## src/rtl/symbol_interleaver.sv

```systemverilog
// -----------------------------------------------------------------------------
// symbol_interleaver
//
// Bit interleaver/deinterleaver for OFDM symbols of 48, 96, 192 or 288 coded
// bits. Two ping-pong banks are used: the write side fills one bank while the
// read side drains the other. In interleave mode the permutation is applied
// on the write address and the bank is read sequentially. In deinterleave mode
// the bank is written sequentially and the permutation is applied on the read
// address.
//
// Ports
//   clock        : single clock, rising edge
//   reset        : asynchronous, active-high reset
//   inputData    : coded bit in
//   inputValid   : inputData offered this cycle
//   inputReady   : bit accepted when inputValid && inputReady
//   mode         : 0=BPSK(48) 1=QPSK(96) 2=16QAM(192) 3=64QAM(288)
//   deint        : 0 = interleave, 1 = deinterleave
//   outputData   : permuted bit out
//   outputValid  : outputData is valid
//   outputReady  : bit consumed when outputValid && outputReady
//   symbolLast   : outputData is the last bit of the symbol
// -----------------------------------------------------------------------------
module symbol_interleaver #(
    parameter int MAX_NCBPS = 288,
    parameter int ADDR_W    = 9
) (
    input  logic       clock,
    input  logic       reset,
    input  logic       inputData,
    input  logic       inputValid,
    output logic       inputReady,
    input  logic [1:0] mode,
    input  logic       deint,
    output logic       outputData,
    output logic       outputValid,
    input  logic       outputReady,
    output logic       symbolLast
);

    // Index of the last bit of a symbol for the given modulation.
    function automatic logic [ADDR_W-1:0] lastIndex(input logic [1:0] m);
        logic [ADDR_W-1:0] r;
        case (m)
            2'd0:    r = ADDR_W'(47);
            2'd1:    r = ADDR_W'(95);
            2'd2:    r = ADDR_W'(191);
            default: r = ADDR_W'(287);
        endcase
        return r;
    endfunction

    // Two-step permutation for one fixed (NCBPS, s) pair. NCBPS is always a
    // multiple of 16, so floor(16*i/NCBPS) reduces to floor(i/(NCBPS/16)).
    // Called only with constant n and s, so every division is by a constant.
    function automatic logic [ADDR_W-1:0] permFixed(input logic [ADDR_W-1:0] k,
                                                     input int n, input int s);
        int d;
        int i;
        int j;
        d = n / 16;
        i = d * int'(k[3:0]) + int'(k >> 4);
        j = s * (i / s) + ((i + n - (i / d)) % s);
        return ADDR_W'(j);
    endfunction

    function automatic logic [ADDR_W-1:0] permIndex(input logic [ADDR_W-1:0] k,
                                                     input logic [1:0] m);
        logic [ADDR_W-1:0] r;
        case (m)
            2'd0:    r = permFixed(k, 48, 1);
            2'd1:    r = permFixed(k, 96, 1);
            2'd2:    r = permFixed(k, 192, 2);
            default: r = permFixed(k, 288, 3);
        endcase
        return r;
    endfunction

    // Bank storage and per-bank symbol configuration
    logic              bankMem [2][MAX_NCBPS];
    logic [1:0]        bankMode [2];
    logic [1:0]        bankDeint;
    logic [1:0]        bankFull;
    logic [1:0]        fullNext;

    // Write side
    logic              wrBank;
    logic [ADDR_W-1:0] wrCnt;
    logic [1:0]        wrMode;
    logic              wrDeint;
    logic [ADDR_W-1:0] wrAddr;
    logic              wrLast;
    logic              wrFire;

    // Read side
    logic              rdBank;
    logic [ADDR_W-1:0] rdCnt;
    logic [1:0]        rdMode;
    logic              rdDeint;
    logic [ADDR_W-1:0] rdAddr;
    logic              rdLast;
    logic              rdAdvance;
    logic              rdFire;

    // ---- write stage: address generation into the bank being filled ----
    // The first bit of a symbol uses the live mode/deint; later bits use the
    // copy captured with that first bit, so mid-symbol changes are ignored.
    assign wrMode     = (wrCnt == '0) ? mode  : bankMode[wrBank];
    assign wrDeint    = (wrCnt == '0) ? deint : bankDeint[wrBank];
    assign wrAddr     = wrDeint ? wrCnt : permIndex(wrCnt, wrMode);
    assign wrLast     = (wrCnt == lastIndex(wrMode));

    // The write bank is only ever full when the read side still owns both.
    assign inputReady = !bankFull[wrBank];
    assign wrFire     = inputValid && inputReady;

    // ---- read stage: address generation out of the bank being drained ----
    assign rdMode    = bankMode[rdBank];
    assign rdDeint   = bankDeint[rdBank];
    assign rdAddr    = rdDeint ? permIndex(rdCnt, rdMode) : rdCnt;
    assign rdLast    = (rdCnt == lastIndex(rdMode));
    assign rdAdvance = !outputValid || outputReady;
    assign rdFire    = rdAdvance && bankFull[rdBank];

    // A write completing into one bank and a read completing on the other can
    // happen in the same cycle; they always touch different flags.
    always_comb begin
        fullNext = bankFull;
        if (rdFire && rdLast) begin
            fullNext[rdBank] = 1'b0;
        end
        if (wrFire && wrLast) begin
            fullNext[wrBank] = 1'b1;
        end
    end

    // Bank contents and stored configuration carry no reset.
    always_ff @(posedge clock) begin
        if (wrFire) begin
            bankMem[wrBank][wrAddr] <= inputData;
            if (wrCnt == '0) begin
                bankMode[wrBank]  <= mode;
                bankDeint[wrBank] <= deint;
            end
        end
    end

    // ---- control and output register ----
    always_ff @(posedge clock or posedge reset) begin
        if (reset) begin
            wrBank      <= 1'b0;
            wrCnt       <= '0;
            rdBank      <= 1'b0;
            rdCnt       <= '0;
            bankFull    <= '0;
            outputValid <= 1'b0;
            outputData  <= 1'b0;
            symbolLast  <= 1'b0;
        end else begin
            bankFull <= fullNext;

            if (wrFire) begin
                if (wrLast) begin
                    wrCnt  <= '0;
                    wrBank <= ~wrBank;
                end else begin
                    wrCnt <= wrCnt + ADDR_W'(1);
                end
            end

            // Output register reloads whenever it is empty or being consumed;
            // on the last bit of a bank the read side moves straight to the
            // other bank, so a waiting full bank streams without a bubble.
            if (rdFire) begin
                outputValid <= 1'b1;
                outputData  <= bankMem[rdBank][rdAddr];
                symbolLast  <= rdLast;
                if (rdLast) begin
                    rdCnt  <= '0;
                    rdBank <= ~rdBank;
                end else begin
                    rdCnt <= rdCnt + ADDR_W'(1);
                end
            end else if (rdAdvance) begin
                outputValid <= 1'b0;
                symbolLast  <= 1'b0;
            end
        end
    end

endmodule

```

## config.mk

```make
export PLATFORM = sky130hd
export DESIGN_NAME = symbol_interleaver
export DESIGN_NICKNAME = d
export VERILOG_FILES = /design/src/rtl/symbol_interleaver.sv
export SDC_FILE = /design/constraint.sdc
export NUM_CORES = 1
export LEC_CHECK = 0
export ABC_AREA = 1
export ABC_CLOCK_PERIOD_IN_PS = 17000
export CORE_AREA = 2 2 216 324
export CTS_CLUSTER_SIZE = 8
export DETAILED_ROUTE_END_ITERATION = 10
export DIE_AREA = 0 0 218 326
export PLACE_DENSITY = 0.7
export SETUP_SLACK_MARGIN = 0.4
export SLEW_MARGIN = 0
export SYNTH_ARGS = -nofsm -noshare
export SYNTH_HDL_FRONTEND = slang
export SYNTH_SLANG_ARGS = --single-unit
```

## constraint.sdc

```tcl
create_clock -name clock -period 17 [get_ports clock]
set_input_delay 2.55 -clock clock [delete_from_list [all_inputs] [get_ports clock]]
set_output_delay 2.55 -clock clock [all_outputs]
set_load 0.05 [all_outputs]
```

==> qor.txt, run 1 <==
Outcome - finished, final reports clean
Total number of H-tree levels - 3
TritonCTS clock tree - done
#FFs+latches synth - 607
Initial antenna violation count - 0
Total track usage - 27.5%
Required @ worst endpoint - 17.53 ns
Setup TNS - 0 ns
Cell variety after synth - 72
Vias in the first global route - 30000
Post-synth ARST share - 4.12%
Avg Inst Size Synth - 8.64 um^2
F_max - 65.3 MHz
RSZ-0062 raised after global routing - true
Final WL - 97.6 mm
Setup CP Type - register to register
Slew margin rel. - 21.9%
Cell family with most CP delay - simple AND/OR/NAND/NOR gates
Nets - 4374
CTS Buf Count - 86
Gp weighted congestion - 0.912
CP Max Fanout - 63
Largest net degree at the start of global routing - 277
Final std cells w/o fill - 5114
Most frequent CP cell - nand2_1
Syn Nets - 4497
Post-route ant nets - 0
Fillers - 6071
Core outline area - 68500 um^2
Drt wl/cell - 19.1 um
Max Cap Viol - 0
Yosys warning count - 0
# IOs - 12
DRC - 0
IO buf count - 11
Post-synthesis sequential area ratio - 48.6%
Yosys top cell area share - 46.9%
Worst-case clock buffer depth - 3
Placed insts - 4999
Starting density of the core - 54.4%
Post-synth EDFFs - 582
Crit. End Element - register
Worst-path clk slew - 0.05 ns
Rows - 118
Synth Cell Area - 37300 um^2
Main synth FF type - edfxtp_1
WP data arrival - 15.85 ns
Hold crit path type - register to register
Vias post-DR - 30400
Crit path time final - 15.32 ns
Layout area overhead - 8.12%
Final-report hold violation count - 0
DRT iter0 DRCs - 2841
# clock sinks - 607
Die W - 218 um
Area leader, netlist - edfxtp_1
Fin crit share - 90.1%
Gate Count Post-Synth - 4313
Worst Clk Skew - 0.0515 ns
Slowest CP cell - buf_4
Skew-Pair Late Insertion Delay - 0.66 ns
Die height - 326 um
Slew Viols, Final - 0
First-pass GRT wire length - 155 mm
GRT Residual Overflow - 0
Share of cells above drive strength 1 - 8.19%
Drt first pass iters - 6
Clock Root Buffer - clkbuf_16
Antenna cell count - 0
Worst path buffer plus inverter count - 12
Die area - 71100 um^2
Setup-failing EPs final - 0
Slew @ Worst Pin - 1.17 ns
Crit path largest cell delay - 0.72 ns
DP Wirelength - 57.9 mm
Area contributors post-synth - edfxtp_1 (47%), nor2_1 (9.0%), nand2_1 (5.1%)
CP Launch Type - register
DR vias/cell - 5.95
flip-flops by register name (all words and copies together), names as in the netlist:
name and cells:
bankMem 576, rdCnt 9, wrCnt 9, bankMode 4, bankDeint 2, bankFull 2, outputData 1, outputValid 1
rdBank 1, symbolLast 1, wrBank 1
layer usage:
metal / vias to the layer above / wire length (um) / global-route usage (%)
met3: 265 / 6030 / 3.40
met5: - / 0 / 0
met2: 1056 / 49600 / 48.9
met4: 0 / 4620 / 14.0
met1: 14600 / 37300 / 32.5
li1: 14500 / - / -
synthesized netlist by cell type (7+ instances only):
library cell,count
fa_1,34
dfrtp_1,25
inv_2,14
nand2_2,36
o211ai_1,30
buf_2,42
clkbuf_1,204
xor2_1,66
nand2_1,502
buf_1,16
ha_1,142
nand3_2,52
o32ai_1,11
o21ai_0,304
nor2_2,9
nand3_1,361
xnor2_1,13
o311ai_0,20
inv_1,284
o21bai_1,7
nand4_1,18
o21ai_1,16
nor3_1,332
a21oi_1,121
or2_2,31
edfxtp_1,582
nand4_2,8
o22ai_1,11
mux2i_1,12
nor2_1,894
a31oi_1,13
layout make-up:
| type | count | area, um^2 | share of cell area, % |
|---|---|---|---|
| flip-flops and latches | 607 | 18100 | 44.9 |
| multi-input cells | 3129 | 16900 | 42.0 |
| clock buffers | 104 | 2240 | 5.56 |
| inverters | 303 | 1160 | 2.89 |
| well taps | 900 | 1130 | 2.79 |
| repair buffers | 63 | 572 | 1.42 |
| clock inverters | 8 | 163 | 0.403 |
repair_timing:
action | in CTS | in global routing
gates resized for setup | 0 | 9
setup buffers | 0 | 3
hold buffers | 0 | 0
setup endpoints to repair | 0 | 314
cells in the final DEF, fill, tap and decap left out, drive strengths merged, types with 104 or more instances in the layout:
cell,n
inv,302
nor2,909
clkbuf,104
a21oi,122
ha,142
nand2,545
o21ai,324
nand3,413
edfxtp,582
nor3,333
worst paths after layout:
check | end | cells after the start | start | slack [ns]
max | outputData | 97 | rdCnt[3] | 1.68
min | symbolLast | 2 | symbolLast | 0.56
max reg2reg | outputData | 97 | rdCnt[3] | 1.68
min reg2reg | symbolLast | 2 | symbolLast | 0.56
max in group asynchronous | rdBank | 3 | reset | 14.36
min in group asynchronous | wrCnt[2] | 3 | reset | 2.29
cell families (layout without fill, tap and decap cells):
| group | after synthesis | in the layout | share of synthesized area [%] |
|---|---|---|---|
| AOI/OAI and AO/OA | 580 | 580 | 8.85 |
| xor gates and xnor gates | 81 | 81 | 1.94 |
| adders and majority gates | 176 | 176 | 6.59 |
| buffers and inverters | 577 | 478 | 6.27 |
| DFF | 607 | 607 | 48.6 |
| muxes | 12 | 12 | 0.322 |
| and+or+nand+nor | 2280 | 2280 | 27.5 |
worst min-delay path, cell delays in order, from the launching register on:
cell and delay, ns:
dfrtp_1 0.40, nand2_1 0.07, nand2_1 0.06
through the flow:
step	worst slack (ns)	util (%)	cell area, um^2	hold WS (ns)
2_1_floorplan	3.91	-	37300	0.496
3_3_place_gp	1.12	55.2	37800	0.530
3_5_place_dp	1.31	55.2	37800	0.537
4_1_cts	1.24	58.7	40200	0.552
5_1_grt	0.0693	58.8	40300	0.575
6_report	1.68	58.8	40300	0.555
Power of run 1 is left out: the tool's default activity adds up to more than one toggle a clock period on the data nets, which glitch-free logic cannot reach.
==> run 2: changes to the inputs <==
--- a/config.mk
+++ b/config.mk
@@ -8,7 +8,7 @@
 export ABC_AREA = 1
 export ABC_CLOCK_PERIOD_IN_PS = 17000
 export CORE_AREA = 2 2 216 324
-export CTS_CLUSTER_SIZE = 8
+export CTS_CLUSTER_SIZE = 12
 export DETAILED_ROUTE_END_ITERATION = 10
 export DIE_AREA = 0 0 218 326
 export PLACE_DENSITY = 0.7
==> run 2 against run 1 <==
Utilization decreased by 1.0 points. Hold slack got worse by 0.00077 ns. Register-to-register slack better by 0.02 ns. Final area down 1.8%. Sequential share of layout area rose by 0.81 points. Via count decreased by 0.76%. Critical path type unchanged. Largest cell class unchanged.
==> qor.txt, run 2 (synthesized netlist as in run 1, its figures left out) <==
Outcome - finished, final reports clean
Gp weighted congestion - 0.912
Vias post-DR - 30200
Slew Viols, Final - 0
Largest net degree at the start of global routing - 277
WP data arrival - 15.87 ns
TritonCTS clock tree - done
Crit path time final - 15.29 ns
Worst Clk Skew - 0.0261 ns
Register bank with the most flops - bankMem
Nets - 4347
Placed inst area - 37800 um^2
Setup CP Type - register to register
Max Cap Viol - 0
Final-report hold violation count - 0
Final std cells w/o fill - 5093
F_max - 65.4 MHz
Die W - 218 um
Max reg flops - 576
Fillers - 6181
Clock Root Buffer - clkbuf_16
Grt peak-use layer - met2
Most frequent CP cell - nand2_1
DRT iter0 DRCs - 2965
Most common cell after layout, fill and taps aside - nor2_1
Slew margin rel. - 23.4%
RSZ-0062 raised after global routing - true
FF/Latch Area - 18100 um^2
Setup TNS - 0 ns
Total number of H-tree levels - 2
Drt wl/cell - 19.0 um
Vias in the first global route - 29600
Crit. End Element - register
Worst-case clock buffer depth - 3
Die area - 71100 um^2
Worst-path clk slew - 0.07 ns
GRT Residual Overflow - 0
M1 GR Usage - 32.7%
Rows - 118
Share of cells above drive strength 1 - 7.56%
Met3 usage - 3.06%
IO buf count - 11
DR vias/cell - 5.93
Top Registers - bankMem x576, rdCnt x9, wrCnt x9
Initial antenna violation count - 0
CTS Buf Count - 59
Starting density of the core - 54.4%
Layout area overhead - 6.19%
Footprint of the multi-input gates - 16900 um^2
# clock sinks - 607
Skew-Pair Late Insertion Delay - 0.65 ns
DRC - 0
Die height - 326 um
CP Launch Type - register
Slowest CP cell - inv_2
Final WL - 96.7 mm
Grt met2 use - 48.5%
Post-route ant nets - 0
Post-Route Utilization - 57.8%
CP Max Fanout - 31
Design Area, Final - 39600 um^2
Core outline area - 68500 um^2
Fin crit share - 90.0%
Most frequent cells in the layout - nor2_1 (891), edfxtp_1 (582), nand2_1 (501)
# IOs - 12
DP Wirelength - 57.9 mm
Crit path largest cell delay - 0.65 ns
Placed insts - 4999
First-pass GRT wire length - 154 mm
Hold crit path type - register to register
Slew @ Worst Pin - 1.15 ns
Antenna cell count - 0
Setup-failing EPs final - 0
Drt first pass iters - 6
Total track usage - 27.2%
Required @ worst endpoint - 17.57 ns
[run 2: changes by cell type in the layout (fill, tap and decap cells not counted), sizes merged]
| cell | change |
|---|---|
| clkbuf | -26 |
| clkinv | +8 |
| inv | -3 |
| bufinv | -1 |
| clkinvlp | +1 |
[run 2: what timing repair did]
action	CTS	global route
hold buffers	0	0
gates resized for setup	0	10
endpoints found under the hold margin	0	0
endpoints found under the setup margin	0	336
setup buffers	0	3
[run 2: layout make-up]
class	instances	area share [%]
multi-input combinational	3129	42.8
clock buffer	78	3.93
sequential	607	45.7
inverter	303	2.94
timing repair buffer	63	1.45
clock inverter	13	0.313
tap	900	2.84
[run 2: critical path, delay by kind of cell (launching register included)]
kind,cells,cell delay (ns)
buf+inv,11,2.00
simple gates,53,5.49
flops,1,0.61
fa+ha+maj,11,2.92
compound gates,18,3.10
xor+xnor,4,1.05
[run 2: worst paths after layout]
path	startpoint	to	slack, ns	cells after the start
worst max-delay path	rdCnt[3]	outputData	1.71	97
worst min-delay path	bankFull[0]	bankFull[0]	0.55	2
worst max register to register	rdCnt[3]	outputData	1.71	97
worst min register to register	bankFull[0]	bankFull[0]	0.55	2
max in group asynchronous	reset	rdBank	14.39	3
min in group asynchronous	reset	wrCnt[2]	2.28	3
[run 2: metal layers]
metal,wire length (um),up-vias,part of all wire [%]
met2,49200,992,51
li1,-,14500,-
met1,37300,14500,39
met5,0,-,0
met3,5850,240,6.1
met4,4360,0,4.5
[run 2: metrics by stage]
stage	setup slack (ns)	hold WS (ns)
detailed placement	1.31	0.537
global placement	1.12	0.530
floorplan	3.91	0.496
global route	0.111	0.578
finish	1.71	0.555
CTS	1.22	0.555
Power of run 2 is left out for the same reason.
